==> src/rtl/mc_controller.sv <==
// Multicycle MIPS control unit: a Moore FSM that sequences
// fetch/decode/execute/mem/writeback over one shared memory port.
// Every memory access has a wait-state handshake and a timeout.
//
// Memory handshake, for any request state (FETCH, MEMRD, MEMWR):
//   - mem_req stays high, with stable iord/mem_write, until the cycle in
//     which mem_ready=1. That cycle completes the access.
//   - mem_ready is ignored while mem_req=0.
//   - After MAX_WAIT consecutive not-ready cycles, bus_err pulses, the
//     access is abandoned without any commit, and the FSM returns to FETCH.
module mc_controller #(
    parameter int ALU_CTRL_W = 3,
    parameter int EN_ADDI    = 1,
    parameter int EN_JMP     = 1,
    parameter int MAX_WAIT   = 15
) (
    input  logic                  clk,
    input  logic                  reset,
    input  logic [5:0]            op,
    input  logic [5:0]            funct,
    input  logic                  zero,
    input  logic                  mem_ready,
    output logic                  mem_req,
    output logic                  mem_write,
    output logic                  iord,
    output logic                  ir_write,
    output logic                  pc_en,
    output logic                  reg_write,
    output logic                  reg_dst,
    output logic                  mem_to_reg,
    output logic                  alu_src_a,
    output logic [1:0]            alu_src_b,
    output logic [1:0]            pc_src,
    output logic [ALU_CTRL_W-1:0] alu_ctrl,
    output logic                  illegal,
    output logic                  bus_err,
    output logic [3:0]            state_o
);

    typedef enum logic [3:0] {
        S_FETCH   = 4'd0,
        S_DECODE  = 4'd1,
        S_MEMADR  = 4'd2,
        S_MEMRD   = 4'd3,
        S_MEMWB   = 4'd4,
        S_MEMWR   = 4'd5,
        S_RTYPEEX = 4'd6,
        S_RTYPEWB = 4'd7,
        S_BEQEX   = 4'd8,
        S_ADDIEX  = 4'd9,
        S_ADDIWB  = 4'd10,
        S_JEX     = 4'd11
    } state_t;

    localparam int CW = $clog2(MAX_WAIT + 1);

    localparam logic [ALU_CTRL_W-1:0] ALU_ADD = ALU_CTRL_W'(3'b010);
    localparam logic [ALU_CTRL_W-1:0] ALU_SUB = ALU_CTRL_W'(3'b110);
    localparam logic [ALU_CTRL_W-1:0] ALU_AND = ALU_CTRL_W'(3'b000);
    localparam logic [ALU_CTRL_W-1:0] ALU_OR  = ALU_CTRL_W'(3'b001);
    localparam logic [ALU_CTRL_W-1:0] ALU_SLT = ALU_CTRL_W'(3'b111);

    localparam logic [5:0] OP_RTYPE = 6'b000000;
    localparam logic [5:0] OP_LW    = 6'b100011;
    localparam logic [5:0] OP_SW    = 6'b101011;
    localparam logic [5:0] OP_BEQ   = 6'b000100;
    localparam logic [5:0] OP_ADDI  = 6'b001000;
    localparam logic [5:0] OP_J     = 6'b000010;

    state_t         r_state;
    state_t         w_next;
    logic [CW-1:0]  r_wait;
    logic [CW-1:0]  w_wait_next;
    logic           w_req_state;
    logic           w_timeout;

    assign state_o = r_state;

    // A request state is one that holds mem_req; the timeout fires when this
    // not-ready cycle would bring the wait count up to MAX_WAIT.
    always_comb begin
        w_req_state = (r_state == S_FETCH) || (r_state == S_MEMRD) || (r_state == S_MEMWR);
        w_timeout   = w_req_state && !mem_ready && (r_wait >= CW'(MAX_WAIT - 1));
    end

    // Wait counter: counts stalled request cycles, clears whenever the
    // access completes or is abandoned, and saturates rather than wrapping.
    always_comb begin
        w_wait_next = '0;
        if (w_req_state && !mem_ready && !w_timeout) begin
            w_wait_next = (r_wait == CW'(MAX_WAIT)) ? r_wait : r_wait + CW'(1);
        end
    end

    // State and wait-counter registers.
    always_ff @(posedge clk) begin
        if (reset) begin
            r_state <= S_FETCH;
            r_wait  <= '0;
        end else begin
            r_state <= w_next;
            r_wait  <= w_wait_next;
        end
    end

    // Next-state and output decode; reset forces every output to 0.
    always_comb begin
        w_next     = r_state;
        mem_req    = 1'b0;
        mem_write  = 1'b0;
        iord       = 1'b0;
        ir_write   = 1'b0;
        pc_en      = 1'b0;
        reg_write  = 1'b0;
        reg_dst    = 1'b0;
        mem_to_reg = 1'b0;
        alu_src_a  = 1'b0;
        alu_src_b  = 2'b00;
        pc_src     = 2'b00;
        alu_ctrl   = '0;
        illegal    = 1'b0;
        bus_err    = 1'b0;

        case (r_state)
            S_FETCH: begin
                mem_req   = 1'b1;
                alu_src_b = 2'b01;
                alu_ctrl  = ALU_ADD;
                if (mem_ready) begin
                    ir_write = 1'b1;
                    pc_en    = 1'b1;
                    w_next   = S_DECODE;
                end else if (w_timeout) begin
                    bus_err = 1'b1;
                    w_next  = S_FETCH;
                end
            end
            S_DECODE: begin
                alu_src_b = 2'b11;
                alu_ctrl  = ALU_ADD;
                if (op == OP_LW || op == OP_SW) begin
                    w_next = S_MEMADR;
                end else if (op == OP_RTYPE) begin
                    w_next = S_RTYPEEX;
                end else if (op == OP_BEQ) begin
                    w_next = S_BEQEX;
                end else if (op == OP_ADDI && EN_ADDI != 0) begin
                    w_next = S_ADDIEX;
                end else if (op == OP_J && EN_JMP != 0) begin
                    w_next = S_JEX;
                end else begin
                    illegal = 1'b1;
                    w_next  = S_FETCH;
                end
            end
            S_MEMADR: begin
                alu_src_a = 1'b1;
                alu_src_b = 2'b10;
                alu_ctrl  = ALU_ADD;
                w_next    = (op == OP_SW) ? S_MEMWR : S_MEMRD;
            end
            S_MEMRD: begin
                mem_req = 1'b1;
                iord    = 1'b1;
                if (mem_ready) begin
                    w_next = S_MEMWB;
                end else if (w_timeout) begin
                    bus_err = 1'b1;
                    w_next  = S_FETCH;
                end
            end
            S_MEMWB: begin
                reg_write  = 1'b1;
                mem_to_reg = 1'b1;
                w_next     = S_FETCH;
            end
            S_MEMWR: begin
                mem_req   = 1'b1;
                iord      = 1'b1;
                mem_write = 1'b1;
                if (mem_ready) begin
                    w_next = S_FETCH;
                end else if (w_timeout) begin
                    bus_err = 1'b1;
                    w_next  = S_FETCH;
                end
            end
            S_RTYPEEX: begin
                alu_src_a = 1'b1;
                w_next    = S_RTYPEWB;
                case (funct)
                    6'b100000: alu_ctrl = ALU_ADD;
                    6'b100010: alu_ctrl = ALU_SUB;
                    6'b100100: alu_ctrl = ALU_AND;
                    6'b100101: alu_ctrl = ALU_OR;
                    6'b101010: alu_ctrl = ALU_SLT;
                    default: begin
                        alu_ctrl = ALU_ADD;
                        illegal  = 1'b1;
                        w_next   = S_FETCH;
                    end
                endcase
            end
            S_RTYPEWB: begin
                reg_write = 1'b1;
                reg_dst   = 1'b1;
                w_next    = S_FETCH;
            end
            S_BEQEX: begin
                alu_src_a = 1'b1;
                alu_ctrl  = ALU_SUB;
                pc_src    = 2'b01;
                pc_en     = zero;
                w_next    = S_FETCH;
            end
            S_ADDIEX: begin
                alu_src_a = 1'b1;
                alu_src_b = 2'b10;
                alu_ctrl  = ALU_ADD;
                w_next    = S_ADDIWB;
            end
            S_ADDIWB: begin
                reg_write = 1'b1;
                w_next    = S_FETCH;
            end
            S_JEX: begin
                pc_src = 2'b10;
                pc_en  = 1'b1;
                w_next = S_FETCH;
            end
            default: begin
                illegal = 1'b1;
                w_next  = S_FETCH;
            end
        endcase

        if (reset) begin
            w_next     = S_FETCH;
            mem_req    = 1'b0;
            mem_write  = 1'b0;
            iord       = 1'b0;
            ir_write   = 1'b0;
            pc_en      = 1'b0;
            reg_write  = 1'b0;
            reg_dst    = 1'b0;
            mem_to_reg = 1'b0;
            alu_src_a  = 1'b0;
            alu_src_b  = 2'b00;
            pc_src     = 2'b00;
            alu_ctrl   = '0;
            illegal    = 1'b0;
            bus_err    = 1'b0;
        end
    end

endmodule

==> config.mk <==
export PLATFORM = sky130hd
export DESIGN_NAME = mc_controller
export DESIGN_NICKNAME = d
export VERILOG_FILES = /design/src/rtl/mc_controller.sv
export SDC_FILE = /design/constraint.sdc
export NUM_CORES = 1
export LEC_CHECK = 0
export ABC_AREA = 1
export BUFFER_PORTS_ARGS = -buffer_cell sky130_fd_sc_hd__buf_4
export CAP_MARGIN = 5
export CELL_PAD_IN_SITES_DETAIL_PLACEMENT = 1
export CELL_PAD_IN_SITES_GLOBAL_PLACEMENT = 2
export CORE_MARGIN = 1
export CORE_UTILIZATION = 22
export DETAILED_ROUTE_END_ITERATION = 10
export PLACE_DENSITY = 0.83
export SLEW_MARGIN = 20
export SYNTH_ARGS = -nofsm -noshare
export SYNTH_HDL_FRONTEND = slang
export SYNTH_SLANG_ARGS = --single-unit
==> constraint.sdc <==
create_clock -name clk -period 1.68 [get_ports clk]
set_input_delay 0.168 -clock clk [delete_from_list [all_inputs] [get_ports clk]]
set_output_delay 0.168 -clock clk [all_outputs]
set_load 0.02 [all_outputs]
==> Word level (Yosys, flattened, before mapping) <==
Index checks and enable logic that the tools add are counted.
{ "totals": {"elab_cells": 96, "regBits": 8, "inputBits": 16} }
{ "op_classes": {"n_lt_le_gt_ge": 1, "n_bitwise": 1, "eq_ne": 22, "mux": 50, "reduce_logical": 19, "n_addsub": 1} }
{ "ops": {"columns": ["cell", "count"], "rows": [
  ["equality test 6 bit (second input constant)", 7],
  ["two-way mux 4 bit", 9],
  ["two-way mux 1 bit", 29],
  ["one-hot mux 4 bit (7 select lines)", 1],
  ["equality test 4 bit (second input constant)", 5],
  ["equality test 4 x 3 -> 1 bit (second input constant)", 4],
  ["one-hot mux 3 bit (4 select lines)", 1],
  ["OR reduction 10 bit", 1],
  ["two-way mux 3 bit", 3],
  ["one-hot mux 3 bit (3 select lines)", 1],
  ["equality test 4 x 2 -> 1 bit (second input constant)", 2],
  ["OR reduction 4 bit", 2],
  ["equality test 6 x 2 -> 1 bit (second input constant)", 1],
  ["equality test 6 x 3 -> 1 bit (second input constant)", 1],
  ["equality test 6 x 4 -> 1 bit (second input constant)", 1],
  ["zero test 6 bit", 1],
  ["one-hot mux 1 bit (3 select lines)", 2],
  ["one-hot mux 2 bit (3 select lines)", 1],
  ["OR reduction 2 bit", 3],
  ["OR reduction 3 bit", 2],
  ["OR reduction 5 bit", 1],
  ["adder 4 x 1 -> 4 bit (second input constant)", 1],
  ["equality test 4 x 1 -> 1 bit (second input constant)", 1],
  ["greater-or-equal comparator 4 bit (second input constant)", 1],
  ["7 further kinds", 13]
]} }

==> Depth between registers and ports, before layout <==
{ "logic_depth": {"ltp_word": 9, "ltp_mapped": 11} }

==> Worst setup path before layout <==
No wires, ideal clock.
{ "synth_timing": {"kind": "reg2out", "start": "register r_state[2], in the netlist state_o[2]", "end": "output port bus_err", "stages_incl_launch_ff": 7, "arrival_time_ns": 1.570, "slack_ns": -0.058, "required_time_ns": 1.512, "path_buffers": 0, "cell_sequence": "dfxtp_1 > inv_2 > nor2_4 > nand2_2 > nand3_2 > inv_2 > nor4_1"} }
{ "synth_via": {"elab_chain_len": 9} }
{ "synth_rtl": {"columns": ["item", "line_no", "source"], "rows": [
  ["start, declared", "70", "state_t r_state;"],
  ["start signal, assigned", "101", "r_state <= w_next;"],
  ["equality test 4 x 2 -> 1 bit / zero test 4 bit (equally long branches)", "82, 124", null],
  ["logical OR 1 bit (2 in a row)", "82", "w_req_state = (r_state == S_FETCH) || (r_state == S_MEMRD) || (r_state == S_MEMWR);"],
  ["logical AND 1 bit (2 in a row)", "83", "w_timeout = w_req_state && !mem_ready && (r_wait >= CW'(MAX_WAIT - 1));"],
  ["two-way mux 1 bit", "133, 167, 183", null],
  ["two-way mux 1 bit", "165", "if (mem_ready) begin"],
  ["two-way mux 1 bit *", null, null],
  ["two-way mux 1 bit *", "237", "if (reset) begin"],
  ["end, declared", "36", "output logic bus_err,"]
]} }
Mark *: on every way between the ends. The rest lies on a longest branch, timed or not.

==> Worst setup path in the final report <==
{ "layout_timing": {"start": "register r_state[1], in the netlist state_o[1]", "end": "output port bus_err"} }
Same word-level chain as after synthesis.

==> impl_metrics.py <==
metrics = {
    "outcome": {
        "status": "completed",
    },
    "power_and_ir_drop": {
        "clockPowerShare_pct": 37.1,
        "p_int_uw": 432,
        "power.density_nw_per_um2": 451,
        "power.leakage_uw": 0.000753,
        "ir_drop_uv": 152,
        "p_switching_uw": 210,
        "power.sequential.fraction_pct": 31.6,
        "pwr-share-comb_pct": 31.4,
        "switching_share_pct": 32.7,
    },
    "detailed_routing": {
        "drtPass1Iterations": 4,
        "detail-route-antenna-nets": 0,
        "avgViaCountPerCell": 4.46,
        "routed_wl_um": 3230,
        "dr.first_iter.drc_count": 25,
        "drc_errors": 0,
        "vias": 1221,
        "wl_per_cell_um": 11.8,
    },
    "clock_tree": {
        "cts.sinks": 8,
        "cts_root_buf": "clkbuf_8",
        "htree_levels": 1,
        "clock_latency_ns": 0.23,
        "cts_made_buffers": 3,
        "cts_tree": "done",
        "clk_pin_slew_ns": 0.04,
        "clockBufferDepth": 2,
    },
    "final_layout": {
        "multi_input_comb_area_um2": 709,
        "fin_area_um2": 1420,
        "final_util_pct": 34.6,
        "fin_nets": 244,
        "seqCellArea_um2": 170,
        "nFillCells": 574,
        "area_growth_pct": 47.5,
        "antenna_cells": 0,
        "drive_gt1_share_pct": 32.6,
    },
    "timing": {
        "hold_viol_final": 0,
        "skew_ns": 0.00641,
        "setup_viol": 0,
        "rsz0062_at_grt": "true",
        "min_period_over_period_pct": 95.5,
        "clock.fmax_mhz": 623,
        "slew_violations": 0,
        "period_needed_ns": 1.61,
        "tightest_slew_ns": 0.301,
        "hold_slack_ns": 0.292,
        "slew_headroom_pct": 79.7,
    },
    "grt": {
        "grt_util_all_layers_pct": 15.1,
        "antenna_found_initial": 0,
        "grt_max_degree": 22,
        "overflow": 0,
        "grt_pass1_wl_um": 5260,
        "grt_pass1_vias": 1219,
    },
    "die": {
        "num_rows": 23,
        "boundaryPins": 38,
        "start_util_pct": 23.4,
        "die_x_um": 68.2,
        "die_area_um2": 4650,
        "design.core.area_um2": 4120,
        "chipHeight_um": 68.2,
    },
    "critical_path": {
        "worstSetupEndpointType": "output pin",
        "path_class": "flip-flop to output pin",
        "crit_required_ns": 1.51,
        "worst-path-max-fanout": 7,
        "arrival_ns": 1.44,
        "startpoint_type": "flip-flop",
    },
    "placed_design": {
        "io_buffers": 37,
        "place_congestion": 0.808,
        "placed_cell_area_um2": 1320,
        "post-dp-hpwl_um": 2690,
    },
    "synthesis": {
        "syn-cell-area_um2": 965,
        "syn_inst": 183,
        "yosys_warnings": 0,
        "synth_seq_area_share_pct": 16.6,
        "synthFlopType": "dfxtp_1",
        "ys_seq_elements": 8,
        "ys_types": 27,
        "syn_nets": 201,
        "synth_edf_count": 0,
        "avgSynthCellArea_um2": 5.27,
        "async_flop_share_pct": 0,
    },
    "run": {
        "drv_cap": 0,
    },
    "hold_path": {
        "hold_class": "primary input to flip-flop",
    },
}
cells by family (layout without fill, tap and decap cells):
group | after synthesis | in the layout | synth area share, %
AO/OA/AOI/OAI | 18 | 18 | 11.3
XOR/XNOR | 1 | 1 | 0.908
adder cells (fa/ha/maj) | 2 | 2 | 2.59
buffers and inverters | 39 | 80 | 15.3
flip-flops | 8 | 8 | 16.6
AND/OR/NAND/NOR | 115 | 115 | 53.3
final cells by class:
cell class / instances / share of cell area, %
flip-flops and latches: 8 / 12.0
multi-input cells: 136 / 49.9
repair buffers: 40 / 21.1
inverters: 37 / 9.76
well taps: 50 / 4.40
clock buffers: 3 / 2.90
power by group through the flow:
stage	combinational [uW]	sequential (uW)	clock [uW]
global placement	193	205	0
CTS	195	202	247
floorplan	110	208	0
finish	201	202	238
global route	227	203	249
detailed placement	193	206	0
state kept, by name, summed over array words and instances (netlist names):
name and cells:
state_o 4, r_wait 4
cells in the mapped netlist (3+ instances only):
master	n	area share, %
nand3_1	14	7.3
nor2_1	47	18
a21oi_1	4	2.1
inv_1	34	13
dfxtp_1	8	17
nor2_4	4	4.7
inv_2	3	1.2
nand2_1	38	15
nor3_1	3	1.6
o21ai_0	6	3.1
final timing paths:
kind              start    endpoint  slack [ns]  cells past startpoint
max          state_o[1]     bus_err        0.07                      7
min               reset  state_o[2]        0.29                      2
max reg2reg   r_wait[0]  state_o[0]        0.27                     11
min reg2reg   r_wait[3]   r_wait[3]        0.56                      2
what timing repair did:
action,CTS,global route
hold endpoints to repair,0,0
endpoints found under the setup margin,7,9
cloned,0,0
setup buffers,0,1
pin swaps,0,1
hold buffers,0,0
gates resized for setup,8,14
stage by stage:
stage	setup TNS, ns	cells	total power (uW)	setup WS (ns)
after global placement	0	270	398	0.158
after global routing	-0.121	274	679	-0.0365
after floorplan	0	183	318	0.138
after CTS	-0.0213	273	643	-0.0213
after detailed placement	0	270	399	0.162
final	0	274	642	0.0749
placed cells by master (no fill, tap or decap):
| master | netlist | layout |
|---|---|---|
| o21ai_0 | 6 | 3 |
| a21oi_2 | 2 | 2 |
| o21ai_1 | 0 | 3 |
| nor2_1 | 47 | 43 |
| dfxtp_2 | 0 | 2 |
| nand3_1 | 14 | 14 |
| o21bai_1 | 1 | 1 |
| nand2_2 | 2 | 5 |
| nor2_4 | 4 | 5 |
| inv_2 | 3 | 5 |
| nor3_1 | 3 | 3 |
| buf_4 | 0 | 40 |
| a31oi_1 | 2 | 2 |
| clkbuf_8 | 0 | 3 |
| or2_2 | 1 | 1 |
| nand3_4 | 0 | 1 |
| a21oi_1 | 4 | 4 |
| nand2_1 | 38 | 34 |
| nor4_4 | 0 | 1 |
| o22ai_1 | 2 | 2 |
| and2_1 | 1 | 1 |
| a221oi_1 | 1 | 1 |
| xor2_1 | 1 | 1 |
| ha_1 | 2 | 2 |
| and3_1 | 1 | 1 |
| nor2_2 | 1 | 4 |
| dfxtp_4 | 0 | 2 |
| nand2_4 | 1 | 2 |
| dfxtp_1 | 8 | 4 |
| inv_1 | 34 | 32 |
per-layer routing:
metal  share of wire (%)  vias up  global-route usage [%]  wire length [um]
li1                    -      649                       -                 -
met1                  44      543                    17.7              1420
met2                  50       25                    27.5              1620
met3                 4.5        4                    2.17               146
met4                 1.4        0                    5.47                45
met5                   0        -                       0                 0
critical path: stages (launching register included):
cell	delay [ns]
dfxtp_4	0.38
nand2_1	0.07
inv_1	0.12
nand2_1	0.14
nand3_4	0.12
inv_2	0.06
nor4_4	0.13
buf_4	0.18
Power figures use the tool's default switching activity.
